$ cat src/rtl/key_pkg.sv
// Shared types and sizes for the 4x4 keypad column scanner.
package key_pkg;

   typedef enum logic [1:0] {SCAN, SETTLE_ST, CAPTURE, HOLD} scan_state_t;

   localparam int unsigned NUM_COLS  = 4;
   localparam int unsigned NUM_FILAS = 4;

endpackage

$ cat src/rtl/sincronizador.sv
// Two-flop synchroniser for asynchronous level inputs; resets to all ones (idle rows).
module sincronizador #(
   parameter int unsigned WIDTH = 4
) (
   input  logic             clk_i,
   input  logic             rst_ni,
   input  logic [WIDTH-1:0] d_i,
   output logic [WIDTH-1:0] q_o
);

   logic [WIDTH-1:0] meta_q;
   logic [WIDTH-1:0] sync_q;

   always_ff @(posedge clk_i or negedge rst_ni) begin
      if (!rst_ni) begin
         meta_q <= '1;
         sync_q <= '1;
      end else begin
         meta_q <= d_i;
         sync_q <= meta_q;
      end
   end

   assign q_o = sync_q;

endmodule

$ cat src/rtl/key_barrido_columnas.sv
// 4x4 keypad column scanner: drives one active-low column at a time, freezes on a detect,
// locates the single low row and emits one code plus a one-cycle valid pulse per press.
module key_barrido_columnas
   import key_pkg::*;
#(
   parameter int unsigned SCAN_DIV = 10_000,
   parameter int unsigned SETTLE   = 16
) (
   input  logic       clck_i,
   input  logic       rst_i,
   input  logic [3:0] filas_i,
   input  logic       deteccion_i,
   output logic [3:0] columnas_o,
   output logic [3:0] tecla_o,
   output logic       valida_o
);

   localparam int unsigned ColW = $clog2(NUM_COLS);
   localparam int unsigned DivW = $clog2(SCAN_DIV);
   localparam int unsigned SetW = $clog2(SETTLE);
   localparam logic [DivW-1:0] DivLast = DivW'(SCAN_DIV - 1);
   localparam logic [SetW-1:0] SetLast = SetW'(SETTLE - 1);

   function automatic logic [2:0] popcount(input logic [NUM_FILAS-1:0] v);
      logic [2:0] n;
      n = '0;
      for (int i = 0; i < NUM_FILAS; i++) begin
         n = n + {2'b00, v[i]};
      end
      return n;
   endfunction

   function automatic logic [1:0] fila_idx(input logic [NUM_FILAS-1:0] onehot);
      logic [1:0] idx;
      idx = '0;
      for (int i = 0; i < NUM_FILAS; i++) begin
         if (onehot[i]) idx = 2'(i);
      end
      return idx;
   endfunction

   scan_state_t    state_q, state_d;
   logic [ColW-1:0] col_q, col_d;
   logic [DivW-1:0] div_q, div_d;
   logic [SetW-1:0] cnt_q, cnt_d;
   logic [1:0]      fila_q, fila_d;
   logic [3:0]      tecla_q, tecla_d;
   logic            valida_q, valida_d;

   logic [NUM_FILAS-1:0] filas_s;
   logic [NUM_FILAS-1:0] filas_low;

   sincronizador #(
      .WIDTH(NUM_FILAS)
   ) u_sync_filas (
      .clk_i (clck_i),
      .rst_ni(rst_i),
      .d_i   (filas_i),
      .q_o   (filas_s)
   );

   assign filas_low = ~filas_s;

   always_comb begin
      state_d  = state_q;
      col_d    = col_q;
      div_d    = div_q;
      cnt_d    = cnt_q;
      fila_d   = fila_q;
      tecla_d  = tecla_q;
      valida_d = 1'b0;

      unique case (state_q)
         SCAN: begin
            // Detect takes priority so the column under the pressed key is not skipped.
            if (deteccion_i) begin
               state_d = SETTLE_ST;
               div_d   = '0;
               cnt_d   = '0;
            end else if (div_q == DivLast) begin
               div_d = '0;
               col_d = col_q + 1'b1;
            end else begin
               div_d = div_q + 1'b1;
            end
         end
         SETTLE_ST: begin
            if (!deteccion_i) begin
               state_d = SCAN;
               col_d   = col_q + 1'b1;
               div_d   = '0;
               cnt_d   = '0;
            end else if (cnt_q == SetLast) begin
               cnt_d = '0;
               div_d = '0;
               if (popcount(filas_low) == 3'd1) begin
                  state_d = CAPTURE;
                  fila_d  = fila_idx(filas_low);
               end else begin
                  state_d = SCAN;
                  col_d   = col_q + 1'b1;
               end
            end else begin
               cnt_d = cnt_q + 1'b1;
            end
         end
         CAPTURE: begin
            tecla_d  = {fila_q, col_q};
            valida_d = 1'b1;
            state_d  = HOLD;
            cnt_d    = '0;
         end
         HOLD: begin
            // Any low row or a raised detect restarts the release window.
            if (!deteccion_i && (filas_s == 4'hF)) begin
               if (cnt_q == SetLast) begin
                  state_d = SCAN;
                  col_d   = col_q + 1'b1;
                  cnt_d   = '0;
                  div_d   = '0;
               end else begin
                  cnt_d = cnt_q + 1'b1;
               end
            end else begin
               cnt_d = '0;
            end
         end
      endcase
   end

   always_ff @(posedge clck_i or negedge rst_i) begin
      if (!rst_i) begin
         state_q  <= SCAN;
         col_q    <= '0;
         div_q    <= '0;
         cnt_q    <= '0;
         fila_q   <= '0;
         tecla_q  <= 4'h0;
         valida_q <= 1'b0;
      end else begin
         state_q  <= state_d;
         col_q    <= col_d;
         div_q    <= div_d;
         cnt_q    <= cnt_d;
         fila_q   <= fila_d;
         tecla_q  <= tecla_d;
         valida_q <= valida_d;
      end
   end

   assign columnas_o = ~(4'b0001 << col_q);
   assign tecla_o    = tecla_q;
   assign valida_o   = valida_q;

endmodule
$ cat config.mk
export PLATFORM = sky130hd
export DESIGN_NAME = key_barrido_columnas
export DESIGN_NICKNAME = d
export VERILOG_FILES = /design/src/rtl/key_pkg.sv /design/src/rtl/sincronizador.sv /design/src/rtl/key_barrido_columnas.sv
export SDC_FILE = /design/constraint.sdc
export NUM_CORES = 1
export LEC_CHECK = 0
export CORE_UTILIZATION = 40
export DETAILED_ROUTE_END_ITERATION = 8
export MAX_ROUTING_LAYER = met4
export PLACE_DENSITY = 0.61
export SYNTH_ARGS = -nofsm -noshare
export SYNTH_HDL_FRONTEND = slang
export SYNTH_SLANG_ARGS = --single-unit
export TNS_END_PERCENT = 1
$ cat constraint.sdc
create_clock -name clck_i -period 4.7 [get_ports clck_i]
set_input_delay 0.94 -clock clck_i [delete_from_list [all_inputs] [get_ports clck_i]]
set_output_delay 0.94 -clock clck_i [all_outputs]
set_load 0.01 [all_outputs]
* After elaboration in Yosys (flattened, before gate mapping)
Index checks and enable logic that the tools add are counted.
Storage, ports and cells: flip-flop bits (word level) 37, bits in latches 0, bits in writable memories 0, bits in read-only memories 0, input port bits 7, memories kept 0
Operators by class: add/sub/neg operators 6, multiply operators 0, div/mod/pow operators 0, magnitude comparators 0, eq/ne operators 14, shift-type cells 1, mux-type cells 30, bitwise operators 2, reductions and logical operators 8
Operators by type and width (number):
- two-way mux 14 bit | 5
- one-hot mux 14 bit (3 select lines) | 1
- two-way mux 2 bit | 15
- two-way mux 4 bit | 4
- one-hot mux 4 bit (4 select lines) | 1
- adder 14 x 1 -> 14 bit (second input constant) | 1
- equality test 14 bit (second input constant) | 1
- inequality test 2 bit (second input constant) | 5
- equality test 4 bit (second input constant) | 2
- NOT 4 bit | 2
- one-hot mux 2 bit (4 select lines) | 1
- AND reduction 4 bit | 2
- AND reduction 7 bit | 1
- inequality test 3 bit (second input constant) | 2
- one-hot mux 2 bit (3 select lines) | 1
- adder 4 x 1 -> 4 bit (second input constant) | 1
- equality test 2 bit (second input constant) | 2
- left shift 1 x 2 -> 4 bit (first input constant) | 1
- adder 2 x 1 -> 3 bit | 1
- adder 3 x 1 -> 3 bit | 1
- equality test 3 x 1 -> 1 bit (second input constant) | 1
- nonzero test 3 bit | 1
- adder 1 x 1 -> 2 bit | 1
- adder 2 x 1 -> 2 bit (second input constant) | 1
- other kinds (6) | 7

* Logic depth before layout (Yosys ltp)
Gate-level depths: netlist (run 1).
depth after elaboration 9, gate-level depth with buffers 9, depth with buffers taken out 9

* Modules after synthesis
Synthesis (run 1) repeated with hierarchy kept, for this count alone.
Second synthesis, totals: cell total of the unflattened synthesis 186, area, all modules 1868.0 sq um
Modules (own cells, without submodules):
- key_barrido_columnas | times used 1, cells an instance 178, area an instance 1657.8 sq um
- sincronizador | times used 1, cells an instance 8, area an instance 210.2 sq um

* Least setup slack after synthesis (run 1)
OpenSTA, ideal clock, no wires.
path type register -> register, start point register u_sync_filas.sync_q[0] (netlist: u_sync_filas.q_o[0]), end point register col_q[1], setup time 125 ps, data arrival time 2132 ps, path slack 2443 ps, stages on the path, launching flop included 10, period minus slack after synthesis 2257 ps, path through dfstp_2 -> fa_1 -> inv_1 -> ha_1 -> ha_1 -> nor2_1 -> nand3_1 -> a22o_1 -> nand2_2 -> mux2_4
Between the ends: longest elaborated chain between the ends 7, elaborated cells on any way between the ends 10, classes of those cells 3 x add/sub; 4 x eq/ne; 1 x bitwise; 2 x reduce/logical
RTL lines:
- from (decl) | line sincronizador.sv:12 | logic [WIDTH-1:0] sync_q;
- from (signal assigned) | line sincronizador.sv:20 | sync_q <= meta_q;
- NOT 4 bit | line key_barrido_columnas.sv:62 | assign filas_low = ~filas_s;
- adder 1 x 1 -> 2 bit | line key_barrido_columnas.sv:28 | n = n + {2'b00, v[i]};
- adder 2 x 1 -> 3 bit | line key_barrido_columnas.sv:28
- adder 3 x 1 -> 3 bit | line key_barrido_columnas.sv:28
- equality test 3 x 1 -> 1 bit | line key_barrido_columnas.sv:96 | if (popcount(filas_low) == 3'd1) begin
- inequality test 3 bit (no line)
- AND reduction 7 bit (no line) *
- to (signal assigned) | line key_barrido_columnas.sv:142 | col_q <= col_d;
- to (decl) | line key_barrido_columnas.sv:43 | logic [ColW-1:0] col_q, col_d;
Every way passes the cells marked *; elsewhere a longest branch is shown, timed or not. A chain may end at the register's enable or synchronous reset.

* Final worst setup path (run 1)
start point input port deteccion_i, end point register div_q[11]
Between the ends: longest elaborated chain between the ends 4, elaborated cells on any way between the ends 7, classes of those cells 1 x eq/ne; 3 x mux; 3 x reduce/logical
RTL lines:
- from (decl) | line key_barrido_columnas.sv:12 | input logic deteccion_i,
- logical NOT 1 bit | line key_barrido_columnas.sv:115 | if (!deteccion_i && (filas_s == 4'hF)) begin
- logical AND 1 bit | line key_barrido_columnas.sv:115
- inequality test 2 bit (no line)
- AND reduction 2 bit (no line)
- to (signal assigned) | line key_barrido_columnas.sv:143 | div_q <= div_d;
- to (decl) | line key_barrido_columnas.sv:44 | logic [DivW-1:0] div_q, div_d;
Several ways; a longest one is shown, not always the timed one.

==> summary.md, run 1 <==
| Metric | Value |
|---|---|
| Status | finished with violations |
| Failing checks | design-rule violations |
| # port buffers | 15 |
| Post-CTS Resized | 0 |
| Worst EP required | 4.90 ns |
| Reg-to-reg endpoint | col_q[1] |
| Post-Synthesis Cells | about 180 |
| Ant diodes | 0 |
| Initial antenna violation count | 0 |
| Max Cap Viol | 0 |
| Post-synth EDFFs | 0 |
| Register-to-Register Setup Slack | 2.28 ns |
| Area share of the leading cell type in the synthesized netlist | 38.5% |
| Register area share after synthesis | about 50% |
| Full die area | 4990 um2 |
| CTS tree | built |
| # Post-CTS Setup Buffers | 0 |
| First-pass GRT wire length | 6.47 mm |
| Share of layout cells above drive strength 1 | 14.4% |
| Final nets | 218 |
| Pins Over Slew Limit | 0 |
| FFs w/ async S/R, synth | 100% |
| Starting Density | 42.4% |
| Worst slew margin | between 30% and 40% |
| Antenna viol nets, final | 0 |
| Clk sinks | 37 |
| Count leader, synth | dfrtp_1 |
| DP HPWL | 2.66 mm |
| Die W | 70.7 um |
| Unrepaired setup endpoints after global routing | false |
| GP Congestion | between 0.8 and 0.9 |
| Clk_skew | 0.00739 ns |
| PD cells | 402 nW/um2 |
| CTS Buffer Depth | 2 |
| Largest net degree at the start of global routing | 23 |
| Dpl cells | 246 |
| Main synth FF type | dfrtp_1 |
| Setup crit end | div_q[11] |
| Vias in the first global route | 1386 |
| CP startpoint | deteccion_i |
| RR Startpoint | u_sync_filas.q_o[1] |
| Setup_tns | 0 ns |
| Die Height | 70.7 um |
| Lkg Pwr | between 0.9 and 1 nW |
| DR WL/cell | 14.6 um |
| DR vias/cell | 5.67 |
| Core box area | 4440 um2 |
| CTS root buf | clkbuf_8 |
| Worst vdd ir | roughly 0.00024 V |
| TritonRoute pass-1 iters | 6 |
| Clk_lat worst skew | 0.29 ns |
| Tightest Pin Transition | roughly 0.96 ns |
| Reg2Reg Depth | 9 |
| Crit Path Category | in -> reg |
| Startpoint Class | primary input |
| Final worst path period share | 62.5% |
| Number of remaining DRC errors | 4 |
| Synth area leaders | dfrtp_1, dfstp_2, ha_1 |
| Worst-path clk slew | 0.07 ns |
| Setup violators final | 0 |
| Synth warn | 0 |
| Avg Synthesized Cell Area | 10.4 um2 |
| Max FO, Critical Path | 8 |
| Area leader, netlist | dfrtp_1 |
| Layout overhead on the synthesized area | 15.4% |
| Minimum clock period | 2.94 ns |
| Total GRT Usage | approximately 17% |
| IO Pins | 16 |
| Fmax | 341 MHz |
| Iteration-0 DRC Markers | 86 |
| Final instance count without filler cells | 254 |
| CTS H-tree depth | 2 |
| FP Rows | 24 |
| Final hold vios | 0 |
| CP Capture Type | register |
| Vias | 1441 |
| GRT Residual Overflow | 0 |
| Hold Path Class | reg -> reg |
| Worst EP arrival | around 3.1 ns |
| Post-Synthesis Cell Area | roughly 1900 um2 |
| Synthesized flop and latch total | 37 |
| Final WL | 3.70 mm |
| Mapped Nets | roughly 200 |
| Synth cell types | 45 |
| Cts bufs inserted | 5 |
| Hold_buf cts | 0 |
| Commonest cells post-synth | dfrtp_1, nand2_1, a31oi_1, inv_1, o21ai_0 |
-- how the worst min path moves through the flow --
stage	to	slack, ns	start	cells past startpoint
detailed placement	u_sync_filas.q_o[2]	0.35	u_sync_filas.meta_q[2]	0
CTS	u_sync_filas.q_o[2]	0.36	u_sync_filas.meta_q[2]	0
finish	u_sync_filas.q_o[2]	0.36	u_sync_filas.meta_q[2]	0
floorplan	u_sync_filas.q_o[0]	0.35	u_sync_filas.meta_q[0]	0
global route	u_sync_filas.q_o[2]	0.36	u_sync_filas.meta_q[2]	0
global placement	u_sync_filas.q_o[0]	0.35	u_sync_filas.meta_q[0]	0
-- final cells by class --
cell class	instances	area, um2
fillers	406	2270
flip-flops and latches	37	936
inverters	12	45.0
repair buffers	17	165
multi-input cells	128	875
well taps	52	65.1
clock buffers	8	90.1
-- layer usage --
layer  GRT usage [%]  routed length, um  up-vias
li1                -                  -      694
met1            21.7               1780      714
met4            5.78                 51        0
met2            26.0               1740       29
met3            5.13                126        4
met5               -                  0        -
-- cells in the final DEF (no fill, tap or decap), types with 2 or more instances in the layout --
master,instances
ha_1,9
and4_2,2
xnor2_1,2
nand2_1,18
clkdlybuf4s50_1,15
a31oi_1,12
nand2b_1,5
a22o_1,2
nand4_1,3
and3_1,3
clkbuf_8,6
and2_1,2
mux2_2,3
inv_1,12
nor2_1,9
clkbuf_1,2
a21oi_1,6
dfstp_2,8
a21o_1,3
buf_4,2
dfrtp_1,29
nor3_1,6
nand3_1,9
mux2i_1,2
o21ai_0,10
-- logic make-up (layout without fill, tap and decap cells) --
| kind of cell | Yosys count | in the layout | synth area share, % |
|---|---|---|---|
| fa+ha+maj | 10 | 10 | 7.03 |
| simple gates | 67 | 67 | 19.9 |
| mux | 6 | 6 | 3.65 |
| compound gates | 43 | 43 | 14.9 |
| flops | 37 | 37 | 49.6 |
| buf+inv | 16 | 37 | 3.98 |
| xor+xnor | 2 | 2 | 0.929 |
-- metrics by stage --
| step | total power, mW | util [%] | setup WS [ns] | hold slack [ns] | cell area [um2] |
|---|---|---|---|---|---|
| 2_1_floorplan | 0.569 | - | 2.44 | 0.345 | 1890 |
| 3_3_place_gp | 0.644 | 46.9 | 1.63 | 0.346 | 2090 |
| 3_5_place_dp | 0.655 | 46.9 | 1.45 | 0.347 | 2090 |
| 4_1_cts | 0.882 | 49.0 | 1.76 | 0.356 | 2180 |
| 5_1_grt | 0.930 | 49.0 | 1.61 | 0.358 | 2180 |
| 6_report | 0.876 | 49.0 | 1.76 | 0.356 | 2180 |
-- report_power, final --
| part | total [mW] | switching, mW | internal [mW] |
|---|---|---|---|
| Clock | 0.226 | 0.107 | 0.120 |
| Sequential | 0.406 | 0.0464 | 0.359 |
| Combinational | 0.244 | 0.126 | 0.118 |
-- state kept, by name, summed over array words and instances (netlist names), named ones only --
register / cells
tecla_o: 4
col_q: 2
u_sync_filas.q_o: 4
div_q: 14
fila_q: 2
u_sync_filas.meta_q: 4
cnt_q: 4
valida_o: 1
state_q: 1
-- critical path, stage by stage --
cell and delay, ns:
clkdlybuf4s50_1 0.53, nor3_1 0.74, nor2b_1 0.53, o21ai_0 0.17, a31oi_1 0.22
(Power assumes the default switching activity.)
==> inputs of run 2 (changes only) <==
--- a/config.mk
+++ b/config.mk
@@ -8,7 +8,7 @@
 export CORE_UTILIZATION = 40
 export DETAILED_ROUTE_END_ITERATION = 8
 export MAX_ROUTING_LAYER = met4
-export PLACE_DENSITY = 0.61
+export PLACE_DENSITY = 0.63
 export SYNTH_ARGS = -nofsm -noshare
 export SYNTH_HDL_FRONTEND = slang
 export SYNTH_SLANG_ARGS = --single-unit
==> constraint.sdc (replaced) <==
create_clock -name clck_i -period 2.6 [get_ports clck_i]
set_input_delay 0.52 -clock clck_i [delete_from_list [all_inputs] [get_ports clck_i]]
set_output_delay 0.52 -clock clck_i [all_outputs]
set_load 0.01 [all_outputs]
==> summary.md, run 2 (synthesis gave the netlist of run 1 again) <==
| Metric | Value |
|---|---|
| Status | finished with violations |
| Failing checks | design-rule violations |
| Final hold vios | 0 |
| Crit path top cell by count | ha_1 |
| TritonRoute pass-1 iters | 6 |
| Layout overhead on the synthesized area | 17.4% |
| FP Rows | 24 |
| Largest stage delay, worst path | around 0.56 ns |
| Ant diodes | 0 |
| Global-route track usage on met1 | 19.5% |
| Multi-input gate area | just under 900 um2 |
| Setup_tns | 0 ns |
| # Post-CTS Setup Buffers | 0 |
| Unrepaired setup endpoints after global routing | false |
| Hold Path End | u_sync_filas.q_o[2] |
| Worst EP arrival | about 2.5 ns |
| Reg-to-reg endpoint | col_q[1] |
| IO Pins | 16 |
| Post-CTS Resized | 0 |
| Filler cell count | 414 |
| Final instance count without filler cells | 259 |
| Cts bufs inserted | 5 |
| Commonest non-fill, non-tap cell in the layout | dfrtp_1 |
| FF+latch area | 936 um2 |
| DR vias/cell | 5.54 |
| Hold Path Class | reg -> reg |
| Share of layout cells above drive strength 1 | 17.4% |
| Vias | 1436 |
| Antenna viol nets, final | 0 |
| Final WL | about 3.7 mm |
| GRT Residual Overflow | 0 |
| CP cell instances | fa_1, inv_1, ha_1, ha_1, nor2_1, nand3_1, a22o_1, nand2_2, mux2_4 |
| Dpl cells | 251 |
| Core box area | 4440 um2 |
| Worst path slowest cell | dfstp_2 |
| Worst path buffer plus inverter count | 1 |
| # port buffers | 15 |
| Pins Over Slew Limit | 0 |
| Met3 usage in global routing | 3.85% |
| Delay-heaviest family, CP | adder cells |
| Top reg by flops | div_q |
| Min-delay src | u_sync_filas.meta_q[2] |
| Worst-path clk slew | 0.07 ns |
| GP Congestion | between 0.8 and 0.9 |
| CTS root buf | clkbuf_8 |
| Hold_buf cts | 0 |
| PD cells | slightly above 700 nW/um2 |
| Worst vdd ir | between 0.0004 and 0.0005 V |
| Clk sinks | 37 |
| Lkg Pwr | around 0.99 nW |
| Total GRT Usage | 17.5% |
| Die W | 70.7 um |
| DR WL/cell | 14.1 um |
| CTS H-tree depth | 2 |
| Startpoint Class | register |
| Clk_skew | 0.00450 ns |
| CTS Buffer Depth | 2 |
| First-pass GRT wire length | between 6 and 7 mm |
| Tot Pwr | 1.60 mW |
| Max Cap Viol | 0 |
| Reg2Reg Depth | 9 |
| Minimum clock period | 2.36 ns |
| Busiest grt layer | met2 |
| Clk_lat worst skew | 0.29 ns |
| CTS tree | built |
| Iteration-0 DRC Markers | about 70 |
| Number of remaining DRC errors | 6 |
| Worst slew margin | 55.8% |
| Crit Path Category | reg -> reg |
| Max FFs per register | 14 |
| CP Capture Type | register |
| DP HPWL | ~2.7 mm |
| Final nets | 223 |
| Worst EP required | 2.78 ns |
| Max FO, Critical Path | 3 |
| Largest net degree at the start of global routing | 38 |
| RR Startpoint | u_sync_filas.q_o[1] |
| Starting Density | 42.4% |
| Final worst path period share | 90.6% |
| Fmax | 424 MHz |
| Setup violators final | 0 |
| Met2 Usage GRT | 30.1% |
| Vias in the first global route | 1479 |
| Full die area | 4990 um2 |
| Die Height | 70.7 um |
| Tightest Pin Transition | 0.656 ns |
| Most frequent cells in the layout | dfrtp_1, nand2_1, clkdlybuf4s50_1 |
| Register-to-Register Setup Slack | 0.24 ns |
| Initial antenna violation count | 0 |
| Hold path depth | 0 |
[run 2: cell count changes in the layout (fill, tap and decap cells not counted)]
| cell | delta |
|---|---|
| clkbuf_1 | -2 |
| clkinv_2 | +1 |
| clkinvlp_4 | +1 |
| clkbuf_8 | -1 |
| buf_4 | +5 |
| inv_6 | +1 |
[run 2: power by group]
group	internal, mW	leakage, nW	switching, mW
clock network	0.190	0.0445	0.206
registers	0.649	0.479	0.0868
logic	0.239	0.469	0.229
[run 2: worst register-to-register path, cell delays in order (launching register included)]
cell	delay [ns]
dfstp_2	0.56
fa_1	0.42
inv_1	0.07
ha_1	0.14
ha_1	0.22
nor2_1	0.10
nand3_1	0.10
a22o_1	0.24
nand2_2	0.09
mux2_4	0.30
[run 2: how the worst max path moves through the flow]
stage                                    from  slack (ns)  cells past startpoint        to
after floorplan           u_sync_filas.q_o[0]        0.34                      9  col_q[1]
after global placement    u_sync_filas.q_o[0]        0.29                      9  col_q[1]
after detailed placement  u_sync_filas.q_o[1]        0.27                      9  col_q[1]
after CTS                 u_sync_filas.q_o[1]        0.25                      9  col_q[1]
after global routing      u_sync_filas.q_o[3]        0.13                      9  col_q[1]
final                     u_sync_filas.q_o[1]        0.24                      9  col_q[1]
[run 2: routing by layer]
metal / up-vias / routed length, um
li1: 702 / -
met1: 690 / 1560
met2: 36 / 1860
met3: 8 / 157
met4: 0 / 79
met5: - / 0
[run 2: stage by stage]
stage	utilization, %	setup slack [ns]	cell area, um2	hold slack, ns
CTS	49.8	0.249	2210	0.358
global placement	47.8	0.294	2120	0.346
global route	49.8	0.135	2210	0.367
floorplan	-	0.343	1890	0.224
finish	49.8	0.244	2210	0.358
detailed placement	47.8	0.270	2120	0.347
[run 2: layout make-up]
cell class | instances | share of cell area, %
clock buffers | 5 | 3.11
clock inverters | 3 | 0.961
inverters | 12 | 2.04
multi-input cells | 128 | 39.5
flip-flops and latches | 37 | 42.3
well taps | 52 | 2.94
repair buffers | 22 | 9.16
